$ cat config.mk
export PLATFORM = sky130hd
export DESIGN_NAME = adt7310_spi_resp
export DESIGN_NICKNAME = d
export VERILOG_FILES = /design/src/rtl/adt7310_pkg.sv /design/src/rtl/adt_spi_sync.sv /design/src/rtl/adt7310_spi_resp.sv
export SDC_FILE = /design/constraint.sdc
export NUM_CORES = 1
export LEC_CHECK = 0
export CAP_MARGIN = 25
export CELL_PAD_IN_SITES_DETAIL_PLACEMENT = 1
export CELL_PAD_IN_SITES_GLOBAL_PLACEMENT = 1
export CORE_MARGIN = 2
export CORE_UTILIZATION = 42
export DETAILED_ROUTE_END_ITERATION = 8
export HOLD_SLACK_MARGIN = 0.15
export PLACE_DENSITY_LB_ADDON = 0.08
export SYNTH_ARGS = -nofsm -noshare
export SYNTH_HDL_FRONTEND = slang
export SYNTH_HIERARCHICAL = 1
export SYNTH_SLANG_ARGS = --single-unit
$ cat constraint.sdc
create_clock -name clk_sys -period 4.35 [get_ports clk_sys]
set_input_delay 0.435 -clock clk_sys [delete_from_list [all_inputs] [get_ports clk_sys]]
set_output_delay 0.435 -clock clk_sys [all_outputs]
set_load 0.05 [all_outputs]
$ cat src/rtl/adt7310_pkg.sv
// Shared definitions for the ADT7310 SPI responder: register map, reset values,
// command-byte fields and FSM encoding.
package adt7310_pkg;

  localparam logic [2:0] ADDR_STATUS = 3'd0;
  localparam logic [2:0] ADDR_CONFIG = 3'd1;
  localparam logic [2:0] ADDR_TEMP   = 3'd2;
  localparam logic [2:0] ADDR_ID     = 3'd3;
  localparam logic [2:0] ADDR_TCRIT  = 3'd4;
  localparam logic [2:0] ADDR_THYST  = 3'd5;
  localparam logic [2:0] ADDR_THIGH  = 3'd6;
  localparam logic [2:0] ADDR_TLOW   = 3'd7;

  // Bit n set: register n is 16 bits wide / register n accepts writes.
  localparam logic [7:0] REG_WIDE     = 8'b1101_0100;
  localparam logic [7:0] REG_WRITABLE = 8'b1111_0010;

  localparam logic [7:0]  STATUS_RST = 8'h80;
  localparam logic [7:0]  CONFIG_RST = 8'h00;
  localparam logic [15:0] TCRIT_RST  = 16'h4980;
  localparam logic [7:0]  THYST_RST  = 8'h05;
  localparam logic [15:0] THIGH_RST  = 16'h2000;
  localparam logic [15:0] TLOW_RST   = 16'h0500;

  // Positions within the command byte (bits 1:0 carry no meaning).
  localparam int CMD_BIT_ZERO = 7;
  localparam int CMD_BIT_READ = 6;
  localparam int CMD_ADDR_MSB = 5;
  localparam int CMD_ADDR_LSB = 3;
  localparam int CMD_BIT_CONT = 2;

  typedef enum logic [2:0] {
    ST_IDLE,
    ST_CMD,
    ST_RDATA,
    ST_WDATA,
    ST_IGNORE
  } state_t;

  function automatic logic [4:0] last_bit(input logic [2:0] addr);
    return REG_WIDE[addr] ? 5'd15 : 5'd7;
  endfunction

endpackage

$ cat src/rtl/adt_spi_sync.sv
// Two-flop synchronizers for the SPI pins plus registered edge pulses; the
// level outputs are delayed to line up with the pulses.
module adt_spi_sync (
  input  logic clk_sys,
  input  logic rst_sys,
  input  logic spi_cs,
  input  logic spi_clk,
  input  logic spi_sdi,
  output logic cs_n_s,
  output logic sdi_s,
  output logic sclk_rise,
  output logic sclk_fall,
  output logic cs_fall,
  output logic cs_rise
);

  // Vector order {sdi, clk, cs}; CS and SCLK reset to their idle-high level.
  localparam logic [2:0] IDLE_LVL = 3'b011;

  logic [2:0] pin_in;
  logic [2:0] meta_reg;
  logic [2:0] sync_reg;
  logic [2:0] dly_reg;
  logic       sclk_rise_reg;
  logic       sclk_fall_reg;
  logic       cs_fall_reg;
  logic       cs_rise_reg;

  assign pin_in = {spi_sdi, spi_clk, spi_cs};

  always_ff @(posedge clk_sys or posedge rst_sys) begin
    if (rst_sys) begin
      meta_reg      <= IDLE_LVL;
      sync_reg      <= IDLE_LVL;
      dly_reg       <= IDLE_LVL;
      sclk_rise_reg <= 1'b0;
      sclk_fall_reg <= 1'b0;
      cs_fall_reg   <= 1'b0;
      cs_rise_reg   <= 1'b0;
    end else begin
      meta_reg      <= pin_in;
      sync_reg      <= meta_reg;
      dly_reg       <= sync_reg;
      sclk_rise_reg <= sync_reg[1] & ~dly_reg[1];
      sclk_fall_reg <= ~sync_reg[1] & dly_reg[1];
      cs_fall_reg   <= ~sync_reg[0] & dly_reg[0];
      cs_rise_reg   <= sync_reg[0] & ~dly_reg[0];
    end
  end

  assign cs_n_s    = dly_reg[0];
  assign sdi_s     = dly_reg[2];
  assign sclk_rise = sclk_rise_reg;
  assign sclk_fall = sclk_fall_reg;
  assign cs_fall   = cs_fall_reg;
  assign cs_rise   = cs_rise_reg;

endmodule

$ cat src/rtl/adt7310_spi_resp.sv
// ADT7310-compatible SPI slave (mode 3, MSB first) backed by a local register
// file and a live temperature input.
module adt7310_spi_resp
  import adt7310_pkg::*;
#(
  parameter logic [7:0] ID_VAL   = 8'hC3,
  parameter logic [5:0] RST_ONES = 6'd32
) (
  input  logic        clk_sys,
  input  logic        rst_sys,
  input  logic        spi_cs,
  input  logic        spi_clk,
  input  logic        spi_sdi,
  output logic        spi_sdo,
  output logic        spi_sdo_oe,
  input  logic [15:0] temp_value,
  input  logic        temp_upd,
  output logic [7:0]  cfg_value,
  output logic        reg_wr,
  output logic [2:0]  reg_wr_addr,
  output logic [15:0] reg_wr_data,
  output logic        frame_err,
  output logic        if_rst
);

  logic cs_n_s, sdi_s, sclk_rise, sclk_fall, cs_fall, cs_rise;

  adt_spi_sync u_sync (
    .clk_sys   (clk_sys),
    .rst_sys   (rst_sys),
    .spi_cs    (spi_cs),
    .spi_clk   (spi_clk),
    .spi_sdi   (spi_sdi),
    .cs_n_s    (cs_n_s),
    .sdi_s     (sdi_s),
    .sclk_rise (sclk_rise),
    .sclk_fall (sclk_fall),
    .cs_fall   (cs_fall),
    .cs_rise   (cs_rise)
  );

  state_t      state_reg, state_next;
  logic [4:0]  bit_cnt_reg;
  logic [14:0] sh_reg;
  logic [5:0]  ones_cnt_reg;
  logic [2:0]  cmd_addr_reg;
  logic        cmd_cont_reg;
  logic        cont_boundary_reg;
  logic [15:0] rd_shift_reg;
  logic        rdy_n_reg;
  logic [7:0]  cfg_reg;
  logic [15:0] tcrit_reg;
  logic [7:0]  thyst_reg;
  logic [15:0] thigh_reg;
  logic [15:0] tlow_reg;

  logic        sclk_rise_v, sclk_fall_v, ones_hit;
  logic        cmd_done, rd_last, wr_last, frame_cond;
  logic [7:2]  cmd_field;
  logic [2:0]  cmd_addr;
  logic [15:0] rd_word;
  logic [15:0] wr_word;

  assign sclk_rise_v = sclk_rise & ~cs_n_s;
  assign sclk_fall_v = sclk_fall & ~cs_n_s;
  assign ones_hit    = sclk_rise_v && sdi_s && (ones_cnt_reg == RST_ONES - 6'd1);

  // The command byte completes with the bit arriving on this edge.
  assign cmd_field = sh_reg[6:1];
  assign cmd_addr  = cmd_field[CMD_ADDR_MSB:CMD_ADDR_LSB];
  assign wr_word   = REG_WIDE[cmd_addr_reg] ? {sh_reg, sdi_s} : {8'h00, sh_reg[6:0], sdi_s};
  assign cfg_value = cfg_reg;

  // 8-bit registers are left-aligned so the shifter always emits bit 15 first.
  always_comb begin
    rd_word = 16'h0000;
    case (cmd_addr)
      ADDR_STATUS: rd_word = {rdy_n_reg, 7'b0, 8'h00};
      ADDR_CONFIG: rd_word = {cfg_reg, 8'h00};
      ADDR_TEMP:   rd_word = temp_value;
      ADDR_ID:     rd_word = {ID_VAL, 8'h00};
      ADDR_TCRIT:  rd_word = tcrit_reg;
      ADDR_THYST:  rd_word = {thyst_reg, 8'h00};
      ADDR_THIGH:  rd_word = thigh_reg;
      ADDR_TLOW:   rd_word = tlow_reg;
    endcase
  end

  always_comb begin
    state_next = state_reg;
    cmd_done   = 1'b0;
    rd_last    = 1'b0;
    wr_last    = 1'b0;
    if (cs_rise) begin
      state_next = ST_IDLE;
    end else if (ones_hit) begin
      state_next = ST_IGNORE;
    end else begin
      unique case (state_reg)
        ST_IDLE: if (cs_fall) state_next = ST_CMD;
        ST_CMD: begin
          if (sclk_rise_v && bit_cnt_reg == 5'd7) begin
            cmd_done = 1'b1;
            if (cmd_field[CMD_BIT_ZERO])      state_next = ST_IGNORE;
            else if (cmd_field[CMD_BIT_READ]) state_next = ST_RDATA;
            else                              state_next = ST_WDATA;
          end
        end
        ST_RDATA: begin
          if (sclk_rise_v && bit_cnt_reg == last_bit(cmd_addr_reg)) begin
            rd_last = 1'b1;
            if (!cmd_cont_reg) state_next = ST_IGNORE;
          end
        end
        ST_WDATA: begin
          if (sclk_rise_v && bit_cnt_reg == last_bit(cmd_addr_reg)) begin
            wr_last    = 1'b1;
            state_next = ST_IGNORE;
          end
        end
        default: ;
      endcase
    end
  end

  // A continuous read stopped on a word boundary is a clean end of frame.
  assign frame_cond = cs_rise && ((state_reg == ST_CMD) || (state_reg == ST_WDATA) ||
                                  ((state_reg == ST_RDATA) && !cont_boundary_reg));

  always_ff @(posedge clk_sys or posedge rst_sys) begin
    if (rst_sys) state_reg <= ST_IDLE;
    else         state_reg <= state_next;
  end

  always_ff @(posedge clk_sys or posedge rst_sys) begin
    if (rst_sys) begin
      bit_cnt_reg       <= 5'd0;
      sh_reg            <= 15'd0;
      ones_cnt_reg      <= 6'd0;
      cmd_addr_reg      <= 3'd0;
      cmd_cont_reg      <= 1'b0;
      cont_boundary_reg <= 1'b0;
      rd_shift_reg      <= 16'h0000;
      rdy_n_reg         <= STATUS_RST[7];
      cfg_reg           <= CONFIG_RST;
      tcrit_reg         <= TCRIT_RST;
      thyst_reg         <= THYST_RST;
      thigh_reg         <= THIGH_RST;
      tlow_reg          <= TLOW_RST;
      spi_sdo           <= 1'b1;
      spi_sdo_oe        <= 1'b0;
      reg_wr            <= 1'b0;
      reg_wr_addr       <= 3'd0;
      reg_wr_data       <= 16'h0000;
      frame_err         <= 1'b0;
      if_rst            <= 1'b0;
    end else begin
      reg_wr     <= 1'b0;
      if_rst     <= 1'b0;
      frame_err  <= frame_cond;
      spi_sdo_oe <= (state_next == ST_RDATA);

      if (cs_n_s) begin
        ones_cnt_reg <= 6'd0;
      end else if (sclk_rise_v) begin
        ones_cnt_reg <= (sdi_s && !ones_hit) ? ones_cnt_reg + 6'd1 : 6'd0;
      end

      if (cs_fall) begin
        bit_cnt_reg       <= 5'd0;
        cont_boundary_reg <= 1'b0;
      end else if (sclk_rise_v) begin
        sh_reg            <= {sh_reg[13:0], sdi_s};
        bit_cnt_reg       <= (cmd_done || rd_last || wr_last) ? 5'd0 : bit_cnt_reg + 5'd1;
        cont_boundary_reg <= rd_last && cmd_cont_reg;
      end

      if (cmd_done) begin
        cmd_addr_reg <= cmd_addr;
        cmd_cont_reg <= cmd_field[CMD_BIT_CONT] && cmd_field[CMD_BIT_READ] && (cmd_addr == ADDR_TEMP);
        rd_shift_reg <= rd_word;
      end else if (rd_last && cmd_cont_reg) begin
        rd_shift_reg <= temp_value;
      end else if (sclk_fall_v && state_reg == ST_RDATA) begin
        rd_shift_reg <= {rd_shift_reg[14:0], 1'b0};
      end

      if (state_next != ST_RDATA) spi_sdo <= 1'b1;
      else if (sclk_fall_v)       spi_sdo <= rd_shift_reg[15];

      // Fresh data wins over a read completing in the same cycle.
      if (temp_upd)                                rdy_n_reg <= 1'b0;
      else if (rd_last && cmd_addr_reg == ADDR_TEMP) rdy_n_reg <= 1'b1;

      if (wr_last && REG_WRITABLE[cmd_addr_reg]) begin
        reg_wr      <= 1'b1;
        reg_wr_addr <= cmd_addr_reg;
        reg_wr_data <= wr_word;
        case (cmd_addr_reg)
          ADDR_CONFIG: cfg_reg   <= wr_word[7:0];
          ADDR_TCRIT:  tcrit_reg <= wr_word;
          ADDR_THYST:  thyst_reg <= wr_word[7:0];
          ADDR_THIGH:  thigh_reg <= wr_word;
          ADDR_TLOW:   tlow_reg  <= wr_word;
          default: ;
        endcase
      end

      if (ones_hit) begin
        if_rst    <= 1'b1;
        rdy_n_reg <= STATUS_RST[7];
        cfg_reg   <= CONFIG_RST;
        tcrit_reg <= TCRIT_RST;
        thyst_reg <= THYST_RST;
        thigh_reg <= THIGH_RST;
        tlow_reg  <= TLOW_RST;
      end
    end
  end

endmodule

==> flow_summary.yaml <==
run_status:
  status: "completed"
synth:
  ys_seq_area_share_pct: 51.5
  synth_edf_count: 0
  postSynthCellCount: 730
  ys_ff_latch: 152
  synth_area_leaders: "dfrtp_1 46%, dfstp_2 6.0%, mux2i_1 5.7%"
  synth_top_area_share_pct: 45.5
  synth.largest_area_cell: "dfrtp_1"
  synthArstFlopShare_pct: 100
  yosysWarnings: 6
  synth_cell_types: 71
  synth_nets: 754
  syn_area_sq_um: 7420
  synth_ff_type: "dfrtp_1"
  syn_area_per_cell_sq_um: 10.2
placement:
  place_ws_ns: 1.43
  dpl.cell_count: 967
  gp_congestion: 0.855
  port_buffers: 53
  place_area_sq_um: 8100
  dp_hpwl_microns: 14700
final_layout:
  antenna_cells: 0
  fillers: 1908
  final_cell_mix: "135 x dfrtp_1, 101 x nand2_1, 64 x nor2_1"
  drive_gt1_share_pct: 15.5
  nNetsFinal: 785
  final_cells: 999
  area_growth_syn_to_layout_pct: 16.8
  final_area_sq_um: 8670
  final_common_cell: "dfrtp_1"
drt:
  vias: 5842
  viasPerCell: 5.85
  wl_per_cell_microns: 22.1
  detail-route-antenna-nets: 0
  drc: 0
  drt_iter0_drc: 412
  dr.pass1.iters: 5
  wl_microns: 22000
sta:
  fin_crit_sh_pct: 67.3
  finalWorstSetupSlack_ns: 1.42
  slew_violations: 0
  fin_crit_ns: 2.93
  tightest_slew_ns: 0.915
  max_freq_mhz: 342
  finalHoldViolCount: 0
  slew_headroom_pct: 38.2
  setup_viol: 0
  fin_setup_tns_ns: 0
  fin_skew_ns: 0.0122
  hold_ws_ns: 0.355
  rsz0062_at_grt: "no"
setup_path:
  crit_type: "register to register"
  cp-end-kind: "register"
  cp.required_ns: 4.66
  cp_cell_sequence: "ha_1, nand3_1, o31ai_4, or2_1, buf_4, o22ai_1, a221o_1"
  max_stage_delay_ns: 0.66
  critPathArrivalTime_ns: 3.24
  worstSetupStartpointType: "register"
  worst-path-buf-inv: 1
  cp_slowest_cell: "or2_1"
  worst_path_dominant_cell_family: "compound AO/OA/AOI/OAI gates"
  critPathMaxFanout: 20
cts:
  post_cts_buffers: 0
  cts_buffers: 17
  clockBufferDepth: 2
  cts_tree: "done"
  holdBufCountCts: 0
  clock_latency_ns: 0.43
  htreeDepth: 4
  clock-root-buffer: "clkbuf_16"
  clkTransAtPathRegs_ns: 0.07
  ctsResizeCount: 0
  cts_sinks: 152
power:
  vdd_drop_max_uv: 281
  p_per_area_nw_per_um2: 402
  p_leak_nw: 3.93
die:
  die_area_sq_um: 18800
  num_rows: 48
  start_util_pct: 42.9
  core-area_sq_um: 17300
  fp.dieW_microns: 137
  io_pins: 54
  die_y_microns: 137
flow_run:
  cap_violations: 0
global_route:
  grt_max_degree: 87
  grt_pass1_vias: 6225
  antenna_found_initial: 0
  grt_use_total_pct: 24.9
  grt_overflow: 0
  grt_pass1_wl_microns: 35300
hold_path:
  hold_class: "register to register"
-- path summary, 6_finish.rpt --
kind / startpoint / endpoint / slack [ns] / depth (start not counted)
min in group asynchronous: rst_sys / u_sync/meta_reg[2] / 0.46 / 2
setup / recovery: ones_cnt_reg[0] / rd_shift_reg[10] / 1.42 / 7
hold / removal: u_sync/sync_reg[2] / u_sync/dly_reg[2] / 0.36 / 0
hold reg to reg: u_sync/sync_reg[2] / u_sync/dly_reg[2] / 0.36 / 0
max in group asynchronous: rst_sys / thigh_reg[13] / 2.84 / 3
setup reg to reg: ones_cnt_reg[0] / rd_shift_reg[10] / 1.42 / 7
-- layout make-up --
| type | count | area [sq um] | share of cell area, % |
|---|---|---|---|
| multi-input cells | 507 | 3290 | 37.9 |
| repair buffers | 68 | 647 | 7.46 |
| clock buffers | 17 | 425 | 4.91 |
| well taps | 225 | 282 | 3.25 |
| flip-flops and latches | 152 | 3820 | 44.1 |
| inverters | 15 | 61.3 | 0.707 |
| clock inverters | 15 | 141 | 1.63 |
-- power by group --
part           internal [mW]  switching, mW  leakage, nW
combinational          0.176          0.325         1.64
sequential              1.45         0.0744         2.00
clock                  0.801          0.653        0.282
total                   2.43           1.05         3.93
-- routing by layer --
layer / vias up / wire length (microns) / track usage, %
met2: 130 / 10600 / 40.8
met4: 0 / 285 / 5.73
met5: - / 0 / 0
li1: 2647 / - / -
met1: 3043 / 10300 / 34.5
met3: 22 / 847 / 4.37
-- worst reg2reg max path: cells and delay by family, from the launching register on --
family | cells | cell delay, ns
buf+inv | 1 | 0.34
flops | 1 | 0.38
compound gates | 3 | 0.98
fa+ha+maj | 1 | 0.20
simple gates | 2 | 0.91
-- synth_stat cells, types with 4 or more instances --
cell type  number
o2bb2ai_1       7
mux2_4          9
o22ai_1        13
buf_6           4
and2b_2         4
a22oi_1        11
o21ai_0        35
mux2_2         28
inv_1          14
nor3b_1         5
o211ai_1        5
dfstp_2        17
dfrtp_1       135
nand3_1        17
nor3_1         11
nor2b_1        12
clkbuf_1       31
buf_2          14
and2_1          8
a221o_1         7
mux2i_1        42
nor4_1          5
nand2b_1        8
a21oi_1        49
and3_1          5
buf_1           4
or4_1           5
nand2_1       101
nand4_1         4
nor2_1         64
-- per-stage QoR --
step | total power [mW] | utilization (%)
after floorplan | 1.85 | -
after global placement | 2.04 | 46.8
after detailed placement | 2.05 | 46.8
after CTS | 3.50 | 50.1
after global routing | 3.61 | 50.1
final | 3.48 | 50.1
-- logic make-up (layout without fill, tap and decap cells) --
family | after synthesis | after routing | share of synthesized area (%)
buffers and inverters | 71 | 115 | 4.38
adder cells (fa/ha/maj) | 2 | 2 | 0.337
XOR/XNOR | 2 | 2 | 0.236
multiplexers | 79 | 79 | 11.7
AND/OR/NAND/NOR | 266 | 266 | 17.8
AO/OA/AOI/OAI | 158 | 158 | 14.0
flip-flops | 152 | 152 | 51.5
Power figures use the tool's default switching activity.
